## src/rtl/dcache_load_port_arbiter.sv

```systemverilog
// Shares one dcache load port between the CPU load unit and the prefetcher (CPU has priority).
// Latency: index request and gnt pass through combinationally; tag phase follows one cycle after gnt.
// Backpressure: the selected requester is locked until gnt; new grants stop when the owner FIFO is full.

package dcache_load_port_arbiter_pkg;

  // Request bundle towards a dcache read port
  typedef struct packed {
    logic [11:0] address_index;
    logic [19:0] address_tag;
    logic [31:0] data_wdata;
    logic        data_req;
    logic        data_we;
    logic [3:0]  data_be;
    logic [1:0]  data_size;
    logic        kill_req;
    logic        tag_valid;
  } dcache_req_i_t;

  // Response bundle from a dcache read port
  typedef struct packed {
    logic        data_gnt;
    logic        data_rvalid;
    logic [31:0] data_rdata;
  } dcache_req_o_t;

endpackage

module dcache_load_port_arbiter
  import dcache_load_port_arbiter_pkg::*;
#(
  parameter int MaxOutst   = 4,
  parameter int PfMaxOutst = 2
) (
  input  logic                         clk,
  input  logic                         rst_ni,
  input  dcache_req_i_t                cpu_port_i,
  output dcache_req_o_t                cpu_port_o,
  input  dcache_req_i_t                pf_port_i,
  output dcache_req_o_t                pf_port_o,
  output dcache_req_i_t                cache_port_o,
  input  dcache_req_o_t                cache_port_i,
  output logic [$clog2(MaxOutst+1)-1:0] outst_cnt_o,
  output logic [31:0]                  pf_issued_o,
  output logic                         err_o
);

  localparam int CntW = $clog2(MaxOutst + 1);
  localparam int PtrW = $clog2(MaxOutst);
  localparam logic [CntW-1:0] MaxCnt   = CntW'(MaxOutst);
  localparam logic [CntW-1:0] PfMaxCnt = CntW'(PfMaxOutst);
  localparam logic [PtrW-1:0] LastPtr  = PtrW'(MaxOutst - 1);

  typedef enum logic [1:0] {
    IDLE     = 2'd0,
    LOCK_CPU = 2'd1,
    LOCK_PF  = 2'd2
  } state_e;

  state_e          r_state;
  logic [MaxOutst-1:0] r_own;        // owner bit per FIFO slot: 0=CPU, 1=PF
  logic [PtrW-1:0] r_wr_ptr;
  logic [PtrW-1:0] r_rd_ptr;
  logic [CntW-1:0] r_cnt;
  logic [CntW-1:0] r_pf_outst;
  logic            r_tag_pend;
  logic            r_tag_owner;
  logic [31:0]     r_pf_issued;
  logic            r_err;

  logic            w_full;
  logic            w_pf_ok;
  logic            w_sel_vld;
  logic            w_sel_pf;
  dcache_req_i_t   w_sel;
  dcache_req_i_t   w_tag;
  logic            w_req;
  logic            w_gnt;
  logic            w_pop;
  logic            w_head_pf;
  logic            w_pf_push;
  logic            w_pf_pop;

  // Full and prefetch-throttle decisions use registered counts only, so
  // a same-cycle rvalid never opens a slot for a same-cycle grant.
  assign w_full  = (r_cnt == MaxCnt);
  assign w_pf_ok = (r_pf_outst < PfMaxCnt);

  // Pick the index-phase owner: locked requester wins, else CPU over prefetch
  always_comb begin
    w_sel_vld = 1'b0;
    w_sel_pf  = 1'b0;
    case (r_state)
      IDLE: begin
        if (!w_full && cpu_port_i.data_req) begin
          w_sel_vld = 1'b1;
        end else if (!w_full && pf_port_i.data_req && w_pf_ok) begin
          w_sel_vld = 1'b1;
          w_sel_pf  = 1'b1;
        end
      end
      LOCK_CPU: begin
        w_sel_vld = 1'b1;
      end
      LOCK_PF: begin
        w_sel_vld = 1'b1;
        w_sel_pf  = 1'b1;
      end
      default: begin
        w_sel_vld = 1'b0;
      end
    endcase
  end

  assign w_sel     = w_sel_pf    ? pf_port_i : cpu_port_i;
  assign w_tag     = r_tag_owner ? pf_port_i : cpu_port_i;
  assign w_req     = w_sel_vld && w_sel.data_req;
  assign w_gnt     = w_req && cache_port_i.data_gnt;
  assign w_pop     = cache_port_i.data_rvalid && (r_cnt != '0);
  assign w_head_pf = r_own[r_rd_ptr];
  assign w_pf_push = w_gnt && w_sel_pf;
  assign w_pf_pop  = w_pop && w_head_pf;

  // Drive the cache port: index fields from the index owner, tag fields from the tag owner
  always_comb begin
    cache_port_o = '0;
    if (w_sel_vld) begin
      cache_port_o.data_req      = w_req;
      cache_port_o.address_index = w_sel.address_index;
      cache_port_o.data_wdata    = w_sel.data_wdata;
      cache_port_o.data_we       = w_sel.data_we;
      cache_port_o.data_be       = w_sel.data_be;
      cache_port_o.data_size     = w_sel.data_size;
    end
    if (r_tag_pend) begin
      cache_port_o.address_tag = w_tag.address_tag;
      cache_port_o.tag_valid   = w_tag.tag_valid;
      cache_port_o.kill_req    = w_tag.kill_req;
    end
  end

  // Route gnt to the selected requester and rvalid to the FIFO head owner; rdata is shared
  always_comb begin
    cpu_port_o             = '0;
    pf_port_o              = '0;
    cpu_port_o.data_gnt    = w_gnt && !w_sel_pf;
    pf_port_o.data_gnt     = w_gnt && w_sel_pf;
    cpu_port_o.data_rvalid = w_pop && !w_head_pf;
    pf_port_o.data_rvalid  = w_pop && w_head_pf;
    cpu_port_o.data_rdata  = cache_port_i.data_rdata;
    pf_port_o.data_rdata   = cache_port_i.data_rdata;
  end

  // Index-phase FSM: lock onto a requester that asked but was not granted
  always_ff @(posedge clk) begin
    if (!rst_ni) begin
      r_state <= IDLE;
    end else begin
      case (r_state)
        IDLE: begin
          if (w_req && !w_gnt) begin
            r_state <= w_sel_pf ? LOCK_PF : LOCK_CPU;
          end
        end
        LOCK_CPU, LOCK_PF: begin
          // Either granted, or the requester withdrew: both release the lock
          if (w_gnt || !w_req) begin
            r_state <= IDLE;
          end
        end
        default: begin
          r_state <= IDLE;
        end
      endcase
    end
  end

  // Owner FIFO: push the issuer on gnt, pop on rvalid; wrap explicitly for any depth
  always_ff @(posedge clk) begin
    if (!rst_ni) begin
      r_own    <= '0;
      r_wr_ptr <= '0;
      r_rd_ptr <= '0;
      r_cnt    <= '0;
    end else begin
      if (w_gnt) begin
        r_own[r_wr_ptr] <= w_sel_pf;
        r_wr_ptr        <= (r_wr_ptr == LastPtr) ? '0 : r_wr_ptr + PtrW'(1);
      end
      if (w_pop) begin
        r_rd_ptr <= (r_rd_ptr == LastPtr) ? '0 : r_rd_ptr + PtrW'(1);
      end
      case ({w_gnt, w_pop})
        2'b10:   r_cnt <= r_cnt + CntW'(1);
        2'b01:   r_cnt <= r_cnt - CntW'(1);
        default: r_cnt <= r_cnt;
      endcase
    end
  end

  // Prefetch-owned entries in flight, used to throttle the prefetcher
  always_ff @(posedge clk) begin
    if (!rst_ni) begin
      r_pf_outst <= '0;
    end else begin
      case ({w_pf_push, w_pf_pop})
        2'b10:   r_pf_outst <= r_pf_outst + CntW'(1);
        2'b01:   r_pf_outst <= r_pf_outst - CntW'(1);
        default: r_pf_outst <= r_pf_outst;
      endcase
    end
  end

  // Remember who owns the tag phase in the cycle after each gnt
  always_ff @(posedge clk) begin
    if (!rst_ni) begin
      r_tag_pend  <= 1'b0;
      r_tag_owner <= 1'b0;
    end else begin
      r_tag_pend <= w_gnt;
      if (w_gnt) begin
        r_tag_owner <= w_sel_pf;
      end
    end
  end

  // Saturating prefetch grant counter and sticky orphan-rvalid flag
  always_ff @(posedge clk) begin
    if (!rst_ni) begin
      r_pf_issued <= '0;
      r_err       <= 1'b0;
    end else begin
      if (w_pf_push && (r_pf_issued != 32'hFFFF_FFFF)) begin
        r_pf_issued <= r_pf_issued + 32'd1;
      end
      if (cache_port_i.data_rvalid && (r_cnt == '0)) begin
        r_err <= 1'b1;
      end
    end
  end

  assign outst_cnt_o = r_cnt;
  assign pf_issued_o = r_pf_issued;
  assign err_o       = r_err;

endmodule

```

## config.mk

```make
export PLATFORM = sky130hd
export DESIGN_NAME = dcache_load_port_arbiter
export DESIGN_NICKNAME = d
export VERILOG_FILES = /design/src/rtl/dcache_load_port_arbiter.sv
export SDC_FILE = /design/constraint.sdc
export NUM_CORES = 1
export LEC_CHECK = 0
export CORE_AREA = 10 10 131 133
export CTS_CLUSTER_SIZE = 16
export DETAILED_ROUTE_END_ITERATION = 8
export DIE_AREA = 0 0 141 143
export PLACE_DENSITY = 0.84
export SLEW_MARGIN = 20
export SYNTH_ARGS = -nofsm -noshare
export SYNTH_HDL_FRONTEND = slang
export SYNTH_SLANG_ARGS = --single-unit
export TNS_END_PERCENT = 10
```

## constraint.sdc

```tcl
create_clock -name clk -period 7 [get_ports clk]
set_input_delay 0.7 -clock clk [delete_from_list [all_inputs] [get_ports clk]]
set_output_delay 0.7 -clock clk [all_outputs]
set_load 0.01 [all_outputs]
```

==> results.toml <==
[outcome]
status = "finished, final reports clean"

[synth]
number_of_enable_type_register_cells_in_the_synthesized_netlist = 0
synth-xor-area-share_pct = 4.25
synth.net_count = 795
main_combinational_cell_family_by_area_after_synthesis = "simple AND/OR/NAND/NOR gates"
synth_compound_area_share_pct = 13.2
synthAdderAreaFrac_pct = 4.11
asyncSetResetFlopFracSynth_pct = 0
synthTopCellsByArea = "sky130_fd_sc_hd__dfxtp_1 (24%), sky130_fd_sc_hd__buf_4 (12%), sky130_fd_sc_hd__nand2_1 (11%)"
yosysSeqAreaShare_pct = 23.6
synth_seq_cells = 51
ys.flop_type = "sky130_fd_sc_hd__dfxtp_1"
post_synth_instance_area_sq_um = 4330
post_synthesis_mux_area_share_pct = 6.65
synth.avg_cell_area_sq_um = 7.23
synthesis.yosys.warnings = 0
netlist.area_leader.share_pct = 23.6
post_synthesis_share_of_cell_area_spent_on_and_or_nand_and_nor_gates_pct = 31.6
synth_top_cell_by_area = "sky130_fd_sc_hd__dfxtp_1"
synth.distinct_cells = 53
synthesis.instances = 598

[detailed_routing]
detailroute.wirelength.met2_mm = 8.66
drt-total-wl_mm = 17.1
maxUsedRoutingLayer = "met4"
detail_route.first_pass.iterations = 4
routedLengthMet1_mm = 6.53
drc = 0
initialDrtViolationCount = 179
route.met3.wl_mm = 1.90
final_antenna_net_count = 0
routed_via_density = 4.85
overall_via_count_from_detail_route = 4665
wire_per_inst_um = 17.8

[place]
io_buffers = 265
gp_congestion = 0.825
detailed_place.area_sq_um = 6610
dp_hpwl_mm = 14.2

[setup_path]
cp_num_buf_inv = 2
critical_path.most_common_cell = "sky130_fd_sc_hd__clkdlybuf4s50_1"
critPathMaxStageDelay_ns = 0.83
worst_path_max_delay_cell = "sky130_fd_sc_hd__a21o_2"
critical_path.startpoint_type = "input port"
timing.critical_path.arrival_ns = 3.39
timing.critical_path.to_type = "primary output"
cp.required_ns = 6.30
crit_path_max_fanout = 54
crit_path_cell_trace = "clkdlybuf4s50_1, and4bb_2, a21o_2, nand2_1, a21oi_1, clkdlybuf4s50_1"
delay_heaviest_family_cp = "buffers and inverters"
path_class = "in2out"

[layout]
fillerInstances = 1376
finish.utilization_pct = 47.0
layout-drive-gt1-share_pct = 4.37
final-seq-area_sq_um = 1020
nNetsFinal = 974
multi_input_comb_area_sq_um = 2600
antennaDiodeCount = 0
final_area_sq_um = 6780
synth_to_final_area_change_pct = 56.8

[global_routing]
grtUsageTotal_pct = 15.4
maximum_number_of_pins_on_one_net_before_global_route_repair = 55
grt_antenna_before_repair = 0
grt_first_pass_wirelength_mm = 25.5
via_count_of_the_first_global_routing_pass = 4433
grt_overflow = 0

[flow_run]
cap_viol_max_count = 0

[sta]
timing_worst_slew_pin_value_ns = 1.01
finalCriticalPeriod_ns = 4.09
slew-limit-headroom_pct = 32.8
post_route_clock_period_utilization_pct = 58.4
final_hold_viol_count = 0
setup_tns_ns = 0
grt_setup_unrepaired = "false"
setup_violation_total_in_the_final_timing_report = 0
finalClockSkew_ns = 0.0104
max_freq_mhz = 245
whs_ns = 0.480
slew_violations = 0

[clock_tree]
cts_tree = "yes"
cts-buffers-inserted = 5
clk_pin_slew_ns = 0.06
cts_hold_repair.buffers = 0
cts_htree_levels = 2
cts.repair_timing.setup_buffer_count = 0
cts_root_buffer = "sky130_fd_sc_hd__clkbuf_16"
numClockSinks = 51
cts.repair.resized = 0
cts_buffer_depth = 2
insertion_delay_ns = 0.29

[floorplanning]
design.core.area_sq_um = 14400
design.portCount = 362
std_cell_rows = 44
initial_core_util_pct = 30.0
floorplan.die_area_sq_um = 20200
floorplan.die.height_um = 143
dieWidth_um = 141

[power]
p_leak_nw = 2.47
powerDensity_nw_per_um2 = 234
finalPower_mw = 1.59
worst_ir_drop_vdd_mv = 0.135

[min_path]
worst_hold_path_type = "reg2reg"
==> final cells by class <==
cell class,count,area share [%]
timing repair buffer,269,39.6
multi-input combinational,429,38.3
sequential,51,15.1
tap,184,3.40
clock buffer,6,1.90
inverter,21,1.16
clock inverter,2,0.572
==> through the flow <==
| step | std cells | setup slack [ns] |
|---|---|---|
| after floorplan | 598 | 3.91 |
| after detailed placement | 954 | 2.90 |
| after CTS | 962 | 2.89 |
| after global routing | 962 | 2.72 |
| after global placement | 954 | 2.92 |
| final | 962 | 2.91 |
==> cell families after synthesis <==
kind of cell             Yosys count
AO/OA/AOI/OAI                    101
XOR/XNOR                          21
adder cells (fa/ha/maj)           13
buffers and inverters            118
flip-flops                        51
multiplexers                      27
AND/OR/NAND/NOR                  267
==> worst min-delay path, stage by stage, from the launching register on <==
cell                      delay, ns
sky130_fd_sc_hd__dfxtp_1       0.31
sky130_fd_sc_hd__nand3_1       0.06
sky130_fd_sc_hd__o21ai_0       0.06
==> cell usage after synthesis, drive strengths merged, types with 2 or more instances <==
| cell type | instances |
|---|---|
| mux2i | 25 |
| fa | 2 |
| nand2b | 4 |
| o31ai | 2 |
| o21ai | 16 |
| dfxtp | 51 |
| or3 | 12 |
| nor2 | 35 |
| nand2 | 128 |
| and2 | 3 |
| o22a | 2 |
| inv | 20 |
| xnor2 | 4 |
| buf | 76 |
| nor4 | 5 |
| nor4b | 2 |
| a31oi | 2 |
| a21oi | 73 |
| xor2 | 17 |
| ha | 11 |
| clkbuf | 21 |
| o211ai | 2 |
| nand4 | 13 |
| a21o | 3 |
| and3 | 4 |
| and4 | 4 |
| or2 | 3 |
| nor3 | 4 |
| nand3 | 16 |
| nor2b | 24 |
| or4 | 4 |
==> layer usage <==
| layer | up-vias | global-route usage [%] |
|---|---|---|
| met1 | 2131 | 17.4 |
| li1 | 2297 | - |
| met4 | 0 | 1.30 |
| met2 | 235 | 27.1 |
| met5 | - | 0 |
| met3 | 2 | 7.03 |
==> sequential cells by signal, indices dropped and copies added (netlist names) <==
signal / flops
err_o: 1
outst_cnt_o: 3
pf_issued_o: 32
r_own: 4
r_pf_outst: 3
r_rd_ptr: 2
r_state: 2
r_tag_owner: 1
r_tag_pend: 1
r_wr_ptr: 2
==> worst paths after layout <==
kind / from / to / slack [ns] / depth (start not counted)
worst max-delay path: pf_port_i[9] / cache_port_o[66] / 2.91 / 6
worst min-delay path: r_own[0] / r_own[0] / 0.48 / 2
worst max register to register: r_state[0] / r_pf_outst[2] / 3.79 / 13
worst min register to register: r_own[0] / r_own[0] / 0.48 / 2
==> cells in the final DEF (no fill, tap or decap), types with 3 or more instances in the layout <==
cell	count
sky130_fd_sc_hd__nand4_1	10
sky130_fd_sc_hd__and3_1	4
sky130_fd_sc_hd__mux2i_1	25
sky130_fd_sc_hd__ha_1	11
sky130_fd_sc_hd__o21ai_0	16
sky130_fd_sc_hd__clkdlybuf4s50_1	265
sky130_fd_sc_hd__xor2_1	17
sky130_fd_sc_hd__nor3_1	4
sky130_fd_sc_hd__clkbuf_16	5
sky130_fd_sc_hd__a21oi_1	71
sky130_fd_sc_hd__or3_1	12
sky130_fd_sc_hd__buf_4	4
sky130_fd_sc_hd__nand2b_1	4
sky130_fd_sc_hd__inv_1	20
sky130_fd_sc_hd__nand3_1	13
sky130_fd_sc_hd__xnor2_1	4
sky130_fd_sc_hd__or2_2	3
sky130_fd_sc_hd__and4_1	4
sky130_fd_sc_hd__nor4_1	4
sky130_fd_sc_hd__or4_1	4
sky130_fd_sc_hd__nor2_1	35
sky130_fd_sc_hd__dfxtp_1	51
sky130_fd_sc_hd__nor2b_1	24
sky130_fd_sc_hd__nand2_1	127
sky130_fd_sc_hd__and2_1	3
==> power breakdown <==
group          total, mW  leakage (nW)  internal (mW)  switching, mW
combinational      0.966          1.97          0.498          0.467
sequential         0.340         0.413          0.312         0.0281
clock              0.279        0.0815          0.170          0.109
Power figures use the tool's default switching activity.
